## src/rtl/fc_argmax.sv

```systemverilog
// Output-layer sequencer: steps the shared FC neuron through every class, tracks
// the running signed maximum and reports the winning class or a reject code.
module fc_argmax #(
  parameter int N_CLASS = 5,
  parameter int CLS_W   = 3,
  parameter int TIMEOUT = 15
) (
  input  logic               i_clk,
  input  logic               i_rst_n,
  input  logic               i_start,
  input  logic [31:0]        i_thresh,
  input  logic [31:0]        i_fc_output,
  input  logic               i_fc_finished,
  output logic               o_fc_start,
  output logic [CLS_W-1:0]   o_class_sel,
  output logic               o_busy,
  output logic               o_valid,
  output logic [CLS_W-1:0]   o_class,
  output logic [31:0]        o_score,
  output logic               o_error
);

  localparam int TMR_W = $clog2(TIMEOUT + 1);
  localparam logic [CLS_W-1:0] LAST_K = CLS_W'(N_CLASS - 1);
  localparam logic [CLS_W-1:0] REJECT = CLS_W'(N_CLASS);
  localparam logic [TMR_W-1:0] TMR_LAST = TMR_W'(TIMEOUT - 1);

  typedef enum logic [1:0] {S_IDLE, S_START, S_WAIT, S_DONE} state_t;

  state_t             state_reg, state_next;
  logic [CLS_W-1:0]   k_reg, k_next;
  logic [CLS_W-1:0]   argmax_reg, argmax_next;
  logic [31:0]        max_reg, max_next;
  logic [31:0]        thresh_reg, thresh_next;
  logic [TMR_W-1:0]   timer_reg, timer_next;
  logic               err_reg, err_next;

  logic               fc_start_reg, fc_start_next;
  logic [CLS_W-1:0]   class_sel_reg, class_sel_next;
  logic               busy_reg, busy_next;
  logic               valid_reg, valid_next;
  logic [CLS_W-1:0]   class_reg, class_next;
  logic [31:0]        score_reg, score_next;
  logic               error_reg, error_next;

  // State and datapath register; the reset is synchronous and active-high.
  always_ff @(posedge i_clk) begin
    if (i_rst_n) begin
      state_reg     <= S_IDLE;
      k_reg         <= '0;
      argmax_reg    <= '0;
      max_reg       <= '0;
      thresh_reg    <= '0;
      timer_reg     <= '0;
      err_reg       <= 1'b0;
      fc_start_reg  <= 1'b0;
      class_sel_reg <= '0;
      busy_reg      <= 1'b0;
      valid_reg     <= 1'b0;
      class_reg     <= '0;
      score_reg     <= '0;
      error_reg     <= 1'b0;
    end else begin
      state_reg     <= state_next;
      k_reg         <= k_next;
      argmax_reg    <= argmax_next;
      max_reg       <= max_next;
      thresh_reg    <= thresh_next;
      timer_reg     <= timer_next;
      err_reg       <= err_next;
      fc_start_reg  <= fc_start_next;
      class_sel_reg <= class_sel_next;
      busy_reg      <= busy_next;
      valid_reg     <= valid_next;
      class_reg     <= class_next;
      score_reg     <= score_next;
      error_reg     <= error_next;
    end
  end

  // Next-state and running-max update.
  always_comb begin
    state_next  = state_reg;
    k_next      = k_reg;
    argmax_next = argmax_reg;
    max_next    = max_reg;
    thresh_next = thresh_reg;
    timer_next  = timer_reg;
    err_next    = err_reg;
    case (state_reg)
      S_IDLE: begin
        if (i_start) begin
          state_next  = S_START;
          thresh_next = i_thresh;
          k_next      = '0;
          err_next    = 1'b0;
        end
      end
      S_START: begin
        state_next = S_WAIT;
        timer_next = '0;
      end
      S_WAIT: begin
        if (i_fc_finished) begin
          // Strict greater-than keeps the lower index on ties.
          if (k_reg == '0 || $signed(i_fc_output) > $signed(max_reg)) begin
            max_next    = i_fc_output;
            argmax_next = k_reg;
          end
          if (k_reg == LAST_K) begin
            state_next = S_DONE;
          end else begin
            k_next     = k_reg + CLS_W'(1);
            state_next = S_START;
          end
        end else if (timer_reg == TMR_LAST) begin
          state_next = S_DONE;
          err_next   = 1'b1;
        end else begin
          timer_next = timer_reg + TMR_W'(1);
        end
      end
      S_DONE: state_next = S_IDLE;
      default: state_next = S_IDLE;
    endcase
  end

  // Outputs are decoded from the upcoming state so they appear registered.
  always_comb begin
    fc_start_next  = (state_next == S_START);
    class_sel_next = (state_next == S_IDLE) ? '0 : k_next;
    busy_next      = (state_next == S_START) || (state_next == S_WAIT);
    valid_next     = (state_next == S_DONE);
    class_next     = class_reg;
    score_next     = score_reg;
    error_next     = error_reg;
    if (state_next == S_DONE) begin
      error_next = err_next;
      score_next = err_next ? '0 : max_next;
      class_next = (err_next || $signed(max_next) < $signed(thresh_reg)) ? REJECT : argmax_next;
    end
  end

  assign o_fc_start  = fc_start_reg;
  assign o_class_sel = class_sel_reg;
  assign o_busy      = busy_reg;
  assign o_valid     = valid_reg;
  assign o_class     = class_reg;
  assign o_score     = score_reg;
  assign o_error     = error_reg;

endmodule

```

## config.mk

```make
export PLATFORM = sky130hd
export DESIGN_NAME = fc_argmax
export DESIGN_NICKNAME = d
export VERILOG_FILES = /design/src/rtl/fc_argmax.sv
export SDC_FILE = /design/constraint.sdc
export NUM_CORES = 1
export LEC_CHECK = 0
export BUFFER_PORTS_ARGS = -buffer_cell sky130_fd_sc_hd__buf_2
export CORE_ASPECT_RATIO = 0.6
export CORE_MARGIN = 3
export CORE_UTILIZATION = 50
export DETAILED_ROUTE_END_ITERATION = 7
export GPL_ROUTABILITY_DRIVEN = 0
export PLACE_DENSITY_LB_ADDON = 0.05
export REMOVE_ABC_BUFFERS = 1
export SLEW_MARGIN = 10
export SYNTH_ARGS = -nofsm -noshare
export SYNTH_HDL_FRONTEND = slang
export SYNTH_SLANG_ARGS = --single-unit
```

## constraint.sdc

```tcl
create_clock -name i_clk -period 4.2 [get_ports i_clk]
set_input_delay 0 -clock i_clk [delete_from_list [all_inputs] [get_ports i_clk]]
set_output_delay 0 -clock i_clk [all_outputs]
set_load 0.02 [all_outputs]
```

==> summary.md <==
| Metric | Value |
|---|---|
| Synth top cells by count | `119 x dfxtp_1, 113 x nand2_1, 101 x inv_1, 70 x ha_1, 59 x a21oi_1` |
| Hold Path Class | `in -> reg` |
| DR DRC count | `0` |
| Total Routing Usage GR | `26.5%` |
| Status | `complete, but fails checks` |
| Setup violators final | `3` |
| Die area | `13200 um^2` |
| Worst path max stage delay | `0.57 ns` |
| Top cell type's share of synthesized area | `40.5%` |
| Cells on Worst Hold Path | `4` |
| Main combinational cell family by area after synthesis | `simple AND/OR/NAND/NOR gates` |
| Final nets | `1059` |
| CTS root buf | `clkbuf_16` |
| Sequential area share after synthesis | `40.5%` |
| RSZ-0062 raised after global routing | `yes` |
| Crit-path max FO | `6` |
| Vias per Instance | `5.14` |
| Crit path from | `max_reg[25]` |
| CTS HTree Levels | `4` |
| Area growth, synth to finish | `43.0%` |
| Total power | `3.19 mW` |
| # clock sinks | `119` |
| Iter 0 DRT Violations | `372` |
| Ys Warns | `0` |
| Initial Util | `51.6%` |
| Detail Route Antenna Nets | `0` |
| # rows | `30` |
| Vias | `5615` |
| Max stage delay cell, worst path | `or4_4` |
| DP Area | `6940 um^2` |
| Top-count cell post-synth | `dfxtp_1` |
| Die X | `146 um` |
| Ports | `110` |
| Normalized max-slew margin | `34.8%` |
| Share of cells above drive strength 1 | `28.6%` |
| Total grt overflow | `0` |
| Compound-gate portion of the synthesized area | `12.9%` |
| Pin count of the biggest net entering global routing | `85` |
| Pre-antenna DRT Iters | `6` |
| Post-synthesis cell type count | `45` |
| Synth Instances | `712` |
| Xor and xnor fraction of the mapped netlist area | `0.298%` |
| CP Cell Sequence | `inv_2 > ha_4 > nand4_1 > nor4_4 > mux2i_1 > nand3_1 > o221ai_2 > nand2_2 > buf_8 > buf_12 > mux2i_4 > inv_2 > ha_4 > nand4_1 > or4_4 > nor2_2 > o21ai_1 > o211ai_1 > nor3_1 > a41o_1 > xor2_2 > a311oi_2` |
| Fin. Hold Viols | `0` |
| Crit end category | `flip-flop` |
| Crit path kind | `reg -> reg` |
| RR Endpoint | `o_class[2]` |
| Leak Pwr | `3.99 nW` |
| Ant diodes | `0` |
| Asr flop ratio synth | `0%` |
| PnR worst setup slack | `-0.400 ns` |
| Reg-to-Reg Start | `max_reg[25]` |
| Worst path required time | `4.52 ns` |
| Post-route clock skew | `0.00912 ns` |
| Max-cap violations | `0` |
| Violated checks | `setup timing` |
| Largest cells by area after synthesis | `dfxtp_1 40%, ha_1 15%, nand2_1 7.2%` |
| Clk_lat worst skew | `0.42 ns` |
| CP Data Arrival Time | `4.92 ns` |
| I/O Buffers | `109` |
| DP HPWL | `11.8 mm` |
| Final worst-path cycle share | `110%` |
| Mux share of post-synthesis cell area | `5.78%` |
| Peak VDD IR | `298 uV` |
| Mapped cell area | `5890 um^2` |
| Initial antenna violation count | `0` |
| Worst Tran Pin Value | `0.978 ns` |
| Max Clk Rate | `217 MHz` |
| Startpoint types | `flip-flop` |
| #FFs+latches synth | `119` |
| CTS Buf Count | `17` |
| EDFF count, synth | `0` |
| Pwr/cell area | `378 nW/um^2` |
| Max-slew violations | `0` |
| Flop2flop setup slack | `-0.40 ns` |
| FF-to-FF path depth | `22` |
| Wirelength per Cell | `15.7 um` |
| DRT Wirelength | `17.2 mm` |
| CTS tree | `done` |
| Final Instance Area | `8420 um^2` |
| Crit path capture | `o_class[2]` |
| Clock transition at the registers of the reported paths | `0.06 ns` |
| Vias in the first global route | `5525` |
| Tmin final | `4.60 ns` |
| Simple-gate share of the synthesized area | `17.4%` |
| Placeable core area | `11400 um^2` |
| Dominant synthesized flop cell | `dfxtp_1` |
| Adder-Cell Fraction of Synth Area | `14.9%` |
| Avg Inst Size Synth | `8.27 um^2` |
| First-pass GRT wire length | `28.0 mm` |
| Die height | `90.1 um` |
| Max Root-Sink Buffers | `2` |
| Largest area contributor in the netlist | `dfxtp_1` |
==> layout make-up <==
type	instances	area (um^2)
Clock buffer	21	450
Sequential cell	119	2400
Tap cell	160	200
Timing Repair Buffer	216	1500
Multi-Input combinational cell	466	3340
Clock inverter	9	151
Inverter	101	379
Fill cell	903	2990
==> worst max-delay path: cells and delay by family (launching register included) <==
kind	cells	cell delay [ns]
xor+xnor	1	0.17
fa+ha+maj	2	0.53
buf+inv	4	0.44
compound gates	5	0.89
simple gates	8	1.73
flops	1	0.34
mux	2	0.39
==> kinds of logic after synthesis <==
group / count (synthesis)
xor+xnor: 2
compound gates: 131
simple gates: 229
buf+inv: 127
flops: 119
mux: 34
fa+ha+maj: 70
==> power breakdown <==
| group | total, mW | switching, mW | internal (mW) |
|---|---|---|---|
| logic | 0.494 | 0.271 | 0.222 |
| registers | 1.19 | 0.0206 | 1.17 |
| clock network | 1.50 | 0.506 | 0.998 |
==> repair_timing <==
action | in CTS | in global routing
setup buffers | 8 | 8
gates resized for setup | 37 | 30
hold buffers | 39 | 0
hold endpoints to repair | 43 | 0
pin swaps | 16 | 19
setup endpoints to repair | 3 | 3
==> layout by cell type (no fill, tap or decap), types with 22 or more instances in the layout <==
master / count
buf_4: 62
buf_2: 109
a21oi_1: 58
mux2i_1: 22
o21ai_0: 41
dfxtp_1: 108
dlygate4sd3_1: 39
ha_1: 57
nor2_1: 51
inv_1: 94
nand2_1: 113
==> how the worst min path moves through the flow <==
stage | startpoint | slack [ns] | end
6_report | i_fc_output[28] | 0.01 | max_reg[28]
3_5_place_dp | i_thresh[18] | 0.25 | thresh_reg[18]
3_3_place_gp | i_thresh[18] | 0.24 | thresh_reg[18]
4_1_cts | i_fc_output[24] | 0.003 | max_reg[24]
2_1_floorplan | i_rst_n | 0.07 | o_class[0]
5_1_grt | i_fc_output[5] | 0.007 | max_reg[5]
==> metrics by stage <==
step	instances	hold slack (ns)	util, %	worst slack [ns]	setup TNS (ns)
global route	1092	0.00689	73.8	-0.646	-1.82
CTS	1084	0.00258	72.1	-0.276	-0.734
finish	1092	0.00992	73.8	-0.400	-1.12
global placement	1007	0.241	60.8	-0.260	-0.715
floorplan	686	0.0679	-	-0.420	-1.24
detailed placement	1007	0.248	60.8	-0.537	-1.54
==> per-layer routing <==
metal / track usage (%) / wire length, um
met5: 0 / 0
met4: 8.22 / 159
met3: 5.74 / 1070
met2: 40.3 / 7760
met1: 37.9 / 8180
(Power assumes the default switching activity.)
